$ cat src/rtl/if_fetch_stage_pkg.sv
// Shared encodings for the instruction-fetch stage: FSM states and the bubble instruction.
package if_fetch_stage_pkg;

  typedef enum logic [1:0] {
    ST_ISSUE = 2'b00,
    ST_WAIT  = 2'b01,
    ST_DROP  = 2'b10,
    ST_HOLD  = 2'b11
  } if_state_e;

  localparam logic [31:0] INSTR_NOP = 32'h0000_0013;

endpackage

$ cat src/rtl/if_fetch_stage_if_id_reg.sv
// IF/ID pipeline register (pc, instr, valid). Priority: flush > hold > load > bubble.
module if_id_reg #(
  parameter logic [31:0] NOP_INSTR = 32'h0000_0013
) (
  input  logic        clk,
  input  logic        rstn,
  input  logic        load_i,
  input  logic        hold_i,
  input  logic        flush_i,
  input  logic [31:0] d_pc_i,
  input  logic [31:0] d_instr_i,
  output logic [31:0] pc_o,
  output logic [31:0] instr_o,
  output logic        valid_o
);

  logic [31:0] pc_q;
  logic [31:0] instr_q;
  logic        valid_q;

  // Flush and bubble keep the last pc so the slot still shows where it came from.
  always_ff @(posedge clk or negedge rstn) begin
    if (!rstn) begin
      pc_q    <= 32'h0;
      instr_q <= NOP_INSTR;
      valid_q <= 1'b0;
    end else if (flush_i) begin
      instr_q <= NOP_INSTR;
      valid_q <= 1'b0;
    end else if (!hold_i) begin
      if (load_i) begin
        pc_q    <= d_pc_i;
        instr_q <= d_instr_i;
        valid_q <= 1'b1;
      end else begin
        instr_q <= NOP_INSTR;
        valid_q <= 1'b0;
      end
    end
  end

  assign pc_o    = pc_q;
  assign instr_o = instr_q;
  assign valid_o = valid_q;

endmodule

$ cat src/rtl/if_fetch_stage.sv
// Instruction-fetch stage: PC register, single-outstanding imem request FSM, stall hold buffer.
// imem handshake: imem_req_o is a one-cycle strobe; exactly one imem_rvalid_i answers each request, in order.
module if_fetch_stage
  import if_fetch_stage_pkg::*;
#(
  parameter logic [31:0] RESET_PC  = 32'h0000_0000,
  parameter logic [31:0] NOP_INSTR = INSTR_NOP
) (
  input  logic        clk,
  input  logic        rstn,
  input  logic [31:0] npc_i,
  input  logic        redirect_i,
  input  logic        stall_i,
  output logic        imem_req_o,
  output logic [31:0] imem_addr_o,
  input  logic        imem_rvalid_i,
  input  logic [31:0] imem_rdata_i,
  output logic [31:0] pc_o,
  output logic [31:0] ifid_pc_o,
  output logic [31:0] ifid_instr_o,
  output logic        ifid_valid_o,
  output logic [1:0]  state_o
);

  if_state_e   state_q;
  logic [31:0] pc_q;
  logic [31:0] hold_pc_q;
  logic [31:0] hold_instr_q;

  logic        ifid_load;
  logic [31:0] ifid_d_pc;
  logic [31:0] ifid_d_instr;

  always_ff @(posedge clk or negedge rstn) begin
    if (!rstn) begin
      state_q      <= ST_ISSUE;
      pc_q         <= RESET_PC;
      hold_pc_q    <= 32'h0;
      hold_instr_q <= NOP_INSTR;
    end else begin
      case (state_q)
        ST_ISSUE: begin
          if (redirect_i) begin
            pc_q    <= npc_i;
            state_q <= ST_DROP;
          end else begin
            state_q <= ST_WAIT;
          end
        end
        ST_WAIT: begin
          if (imem_rvalid_i) begin
            if (redirect_i) begin
              pc_q    <= npc_i;
              state_q <= ST_ISSUE;
            end else if (stall_i) begin
              hold_pc_q    <= pc_q;
              hold_instr_q <= imem_rdata_i;
              state_q      <= ST_HOLD;
            end else begin
              pc_q    <= npc_i;
              state_q <= ST_ISSUE;
            end
          end else if (redirect_i) begin
            pc_q    <= npc_i;
            state_q <= ST_DROP;
          end
        end
        ST_DROP: begin
          // A redirect coinciding with the stale response still leaves nothing in flight.
          if (redirect_i) pc_q <= npc_i;
          if (imem_rvalid_i) state_q <= ST_ISSUE;
        end
        ST_HOLD: begin
          if (redirect_i || !stall_i) begin
            pc_q    <= npc_i;
            state_q <= ST_ISSUE;
          end
        end
        default: state_q <= ST_ISSUE;
      endcase
    end
  end

  // Stale responses in DROP never load: only WAIT and HOLD can deliver.
  always_comb begin
    ifid_load    = 1'b0;
    ifid_d_pc    = pc_q;
    ifid_d_instr = imem_rdata_i;
    if (state_q == ST_WAIT && imem_rvalid_i) begin
      ifid_load = 1'b1;
    end else if (state_q == ST_HOLD) begin
      ifid_load    = 1'b1;
      ifid_d_pc    = hold_pc_q;
      ifid_d_instr = hold_instr_q;
    end
  end

  if_id_reg #(
    .NOP_INSTR(NOP_INSTR)
  ) u_if_id_reg (
    .clk      (clk),
    .rstn     (rstn),
    .load_i   (ifid_load),
    .hold_i   (stall_i),
    .flush_i  (redirect_i),
    .d_pc_i   (ifid_d_pc),
    .d_instr_i(ifid_d_instr),
    .pc_o     (ifid_pc_o),
    .instr_o  (ifid_instr_o),
    .valid_o  (ifid_valid_o)
  );

  assign imem_req_o  = (state_q == ST_ISSUE);
  assign imem_addr_o = pc_q;
  assign pc_o        = pc_q;
  assign state_o     = state_q;

endmodule

$ cat config.mk
export PLATFORM = sky130hd
export DESIGN_NAME = if_fetch_stage
export DESIGN_NICKNAME = d
export VERILOG_FILES = /design/src/rtl/if_fetch_stage_pkg.sv /design/src/rtl/if_fetch_stage_if_id_reg.sv /design/src/rtl/if_fetch_stage.sv
export SDC_FILE = /design/constraint.sdc
export NUM_CORES = 1
export LEC_CHECK = 0
export ABC_AREA = 1
export CORE_ASPECT_RATIO = 1.4
export CORE_MARGIN = 5
export CORE_UTILIZATION = 44
export CTS_BUF_LIST = sky130_fd_sc_hd__clkbuf_16
export DETAILED_ROUTE_END_ITERATION = 7
export GPL_TIMING_DRIVEN = 0
export PLACE_DENSITY = 0.76
export SLEW_MARGIN = 20
export SYNTH_ARGS = -nofsm -noshare
export SYNTH_HDL_FRONTEND = slang
export SYNTH_SLANG_ARGS = --single-unit
$ cat constraint.sdc
create_clock -name clk -period 1.35 [get_ports clk]
set_input_delay 0.2025 -clock clk [delete_from_list [all_inputs] [get_ports clk]]
set_output_delay 0.2025 -clock clk [all_outputs]
set_load 0.01 [all_outputs]
==> metrics.txt <==
# TYPE chip_impl_metric gauge
chip_impl_info{name="outcome",value="finished with violations"} 1
chip_impl_info{name="violations",value="setup timing"} 1
chip_impl_metric{name="synth_area",unit="µm²"} 7570
chip_impl_metric{name="post-dp-hpwl",unit="µm"} 14800
chip_impl_metric{name="placed_cell_count",unit=""} 1356
chip_impl_metric{name="gr-usage-met2",unit="%"} 44.9
chip_impl_metric{name="r2r_cells",unit=""} 9
chip_impl_metric{name="finish.utilization",unit="%"} 76.0
chip_impl_metric{name="die_wd",unit="µm"} 121
chip_impl_metric{name="final-max-slew-violation-count",unit=""} 0
chip_impl_metric{name="worst-r2r-setup-slack",unit="ns"} -0.20
chip_impl_metric{name="synth_area_per_cell",unit="µm²"} 7.95
chip_impl_metric{name="post_synth_cell_types",unit=""} 20
chip_impl_info{name="worstReg2RegStart",value="state_o[0]"} 1
chip_impl_info{name="critPathLaunchType",value="flop"} 1
chip_impl_metric{name="n_fill_cell",unit=""} 1109
chip_impl_metric{name="leakage",unit="nW"} 6.61
chip_impl_metric{name="final_critical_path_setup_slack",unit="ns"} -0.201
chip_impl_info{name="cts.root.buffer_cell",value="sky130_fd_sc_hd__clkbuf_16"} 1
chip_impl_metric{name="multi_input_combinational_cell_area",unit="µm²"} 3560
chip_impl_info{name="tritoncts_clock_tree",value="built"} 1
chip_impl_metric{name="track_usage",unit="%"} 25.1
chip_impl_metric{name="core_area",unit="µm²"} 16800
chip_impl_metric{name="rd_place_congestion",unit=""} 0.802
chip_impl_metric{name="antennaDiodeCount",unit=""} 0
chip_impl_metric{name="detailedRoute.firstIterationViolations",unit=""} 494
chip_impl_metric{name="vdd.ir_drop.worst",unit="V"} 0.00129
chip_impl_metric{name="first_global_vias",unit=""} 7505
chip_impl_metric{name="area_growth",unit="%"} 68.8
chip_impl_metric{name="cts_inserted_buffers",unit=""} 17
chip_impl_metric{name="grt_antenna_before_repair",unit=""} 1
chip_impl_info{name="r2r-end",value="u_if_id_reg.pc_o[2]"} 1
chip_impl_metric{name="final_nets",unit=""} 1299
chip_impl_metric{name="max-cap-violations",unit=""} 0
chip_impl_info{name="timing.hold.worst.class",value="input pin to async pin"} 1
chip_impl_metric{name="worst_ep_arrival_time",unit="ns"} 1.92
chip_impl_metric{name="grt_max_degree",unit=""} 92
chip_impl_metric{name="synth.net_count",unit=""} 1021
chip_impl_metric{name="finalCriticalPeriod",unit="ns"} 1.55
chip_impl_metric{name="setup_viol",unit=""} 160
chip_impl_metric{name="setup_total_negative_slack",unit="ns"} -19.60
chip_impl_info{name="most-common-layout-cells",value="247 x sky130_fd_sc_hd__nand2_1, 156 x sky130_fd_sc_hd__dfrtp_1, 124 x sky130_fd_sc_hd__inv_1"} 1
chip_impl_metric{name="timing.critical_path.fanout_max",unit=""} 10
chip_impl_metric{name="finish.cell_count_without_fillers",unit=""} 1446
chip_impl_info{name="grt-busiest-layer",value="met2"} 1
chip_impl_metric{name="slew_headroom",unit="%"} 61.8
chip_impl_info{name="layout_commonest_cell",value="sky130_fd_sc_hd__nand2_1"} 1
chip_impl_metric{name="postSynthRegisterBits",unit=""} 163
chip_impl_metric{name="floorplan.initialDensity",unit="%"} 45.0
chip_impl_metric{name="portion_of_the_post_synthesis_area_used_by_sequential_elements",unit="%"} 54.0
chip_impl_metric{name="drc",unit=""} 0
chip_impl_metric{name="crit_required",unit="ns"} 1.72
chip_impl_metric{name="layout_worst_path_cycle_share",unit="%"} 115
chip_impl_metric{name="num_io_pins",unit=""} 201
chip_impl_metric{name="postRouteWirelength",unit="µm"} 25700
chip_impl_metric{name="detail_route.first_pass.iterations",unit=""} 5
chip_impl_info{name="crit_type",value="flop to flop"} 1
chip_impl_metric{name="worst_setup_hold_path_clk_slew",unit="ns"} 0.07
chip_impl_metric{name="fin_worst_hold_slack",unit="ns"} 0.282
chip_impl_metric{name="yosysWarningCount",unit=""} 0
chip_impl_metric{name="grt_overflow_total",unit=""} 0
chip_impl_metric{name="design_power_total",unit="mW"} 24.3
chip_impl_metric{name="std_cell_rows",unit=""} 56
chip_impl_metric{name="syn-instance-count",unit=""} 952
chip_impl_metric{name="global_route.usage.met1",unit="%"} 28.4
chip_impl_metric{name="layout-drive-gt1-share",unit="%"} 36.0
chip_impl_metric{name="cts-root-to-sink-buffers",unit=""} 2
chip_impl_info{name="grt_setup_unrepaired",value="yes"} 1
chip_impl_metric{name="power_density",unit="nW/µm²"} 1900
chip_impl_metric{name="io_buffer_count",unit=""} 200
chip_impl_metric{name="vias",unit=""} 7307
chip_impl_metric{name="clock_latency",unit="ns"} 0.42
chip_impl_metric{name="worst_pin_slew",unit="ns"} 0.572
chip_impl_metric{name="drt-wirelength-per-cell",unit="µm"} 17.8
chip_impl_metric{name="timing.fmax",unit="MHz"} 645
chip_impl_metric{name="worst_clock_skew",unit="ns"} 0.00757
chip_impl_metric{name="report.final.hold_viol_count",unit=""} 0
chip_impl_metric{name="number_of_h_tree_levels",unit=""} 4
chip_impl_metric{name="numClockSinks",unit=""} 163
chip_impl_metric{name="vias_per_cell",unit=""} 5.05
chip_impl_info{name="cp-end-kind",value="flop"} 1
chip_impl_metric{name="antenna_violating_nets_post_route",unit=""} 0
chip_impl_metric{name="met3_usage",unit="%"} 5.93
chip_impl_metric{name="die_area",unit="µm²"} 20000
chip_impl_metric{name="grt_first_pass_wirelength",unit="µm"} 39000
chip_impl_metric{name="final-seq-area",unit="µm²"} 4090
chip_impl_metric{name="chip_height",unit="µm"} 165
## flip-flops by register name (all words and copies together), names as in the netlist
register	count
u_if_id_reg.pc_o	32
u_if_id_reg.valid_o	1
hold_instr_q	32
hold_pc_q	32
u_if_id_reg.instr_o	32
state_o	2
imem_addr_o	32
## metrics by stage
stage | setup slack (ns) | cell area (µm²)
floorplan | -0.0167 | 7570
global placement | -6.77 | 9830
detailed placement | -0.688 | 9860
CTS | -0.229 | 12100
global route | -0.247 | 12800
finish | -0.201 | 12800
## what timing repair did
action / 4_1_cts / 5_1_grt
setup endpoints to repair: 295 / 244
hold buffers: 1 / 0
cloned: 18 / 5
setup buffers: 70 / 10
pin swaps: 28 / 40
endpoints found under the hold margin: 84 / 0
resized for setup: 588 / 265
## report_power, final
group	total [mW]	internal [mW]	switching, mW
logic	11.2	5.65	5.60
clock network	4.91	2.89	2.02
registers	8.16	6.66	1.50
## how the worst max path moves through the flow
stage | cells after the start | end | slack (ns) | start
finish | 9 | u_if_id_reg.pc_o[2] | -0.20 | state_o[0]
global route | 10 | u_if_id_reg.instr_o[16] | -0.25 | state_o[0]
CTS | 3 | imem_req_o | -0.23 | state_o[0]
detailed placement | 9 | imem_addr_o[3] | -0.69 | stall_i
global placement | 1 | imem_addr_o[9] | -6.77 | rstn
floorplan | 8 | imem_addr_o[19] | -0.02 | state_o[1]
## logic make-up after synthesis
group           after synthesis  synth area share (%)
simple gates                483                  26.7
compound gates               97                  6.41
flops                       163                  54.0
buf+inv                     209                  12.9
## cells in the mapped netlist
| master | n | share of area (%) |
|---|---|---|
| sky130_fd_sc_hd__nor2_4 | 2 | 0.30 |
| sky130_fd_sc_hd__nand4_1 | 2 | 0.17 |
| sky130_fd_sc_hd__nand2_4 | 3 | 0.45 |
| sky130_fd_sc_hd__o21ai_1 | 40 | 2.6 |
| sky130_fd_sc_hd__buf_2 | 24 | 1.6 |
| sky130_fd_sc_hd__o21ai_0 | 55 | 3.6 |
| sky130_fd_sc_hd__dfstp_2 | 6 | 2.1 |
| sky130_fd_sc_hd__buf_6 | 3 | 0.45 |
| sky130_fd_sc_hd__nand3_1 | 33 | 2.2 |
| sky130_fd_sc_hd__nor2_1 | 12 | 0.60 |
| sky130_fd_sc_hd__clkbuf_1 | 16 | 0.79 |
| sky130_fd_sc_hd__dfrtp_1 | 157 | 52 |
| sky130_fd_sc_hd__inv_2 | 4 | 0.20 |
| sky130_fd_sc_hd__buf_4 | 37 | 3.7 |
| sky130_fd_sc_hd__nand2_1 | 397 | 20 |
| sky130_fd_sc_hd__a21oi_1 | 2 | 0.13 |
| sky130_fd_sc_hd__nor3_1 | 1 | 0.066 |
| sky130_fd_sc_hd__nand2_2 | 1 | 0.083 |
| sky130_fd_sc_hd__nand3b_1 | 32 | 3.2 |
| sky130_fd_sc_hd__inv_1 | 125 | 6.2 |
## worst max-delay path, cell delays in order (launching register included)
cell and delay (ns):
sky130_fd_sc_hd__dfrtp_1 0.39, sky130_fd_sc_hd__buf_6 0.15, sky130_fd_sc_hd__buf_12 0.13, sky130_fd_sc_hd__nand2_8 0.08
sky130_fd_sc_hd__buf_12 0.12, sky130_fd_sc_hd__inv_12 0.04, sky130_fd_sc_hd__clkbuf_4 0.19, sky130_fd_sc_hd__o21ai_1 0.21
sky130_fd_sc_hd__nand2_2 0.11, sky130_fd_sc_hd__nand2_4 0.08
## cell type report
cell class / count / share of cell area (%)
clock inverter: 15 / 1.29
sequential: 163 / 32.0
clock buffer: 17 / 3.33
tap: 203 / 1.99
timing repair buffer: 286 / 24.2
multi-input combinational: 581 / 27.9
buffer: 52 / 5.17
inverter: 129 / 4.13
## routing by layer
layer,wire length (µm),vias to the layer above
met4,1190,2
met2,13900,259
met5,19,-
met1,9320,3524
met3,1300,86
li1,-,3436
(Power assumes the default switching activity.)
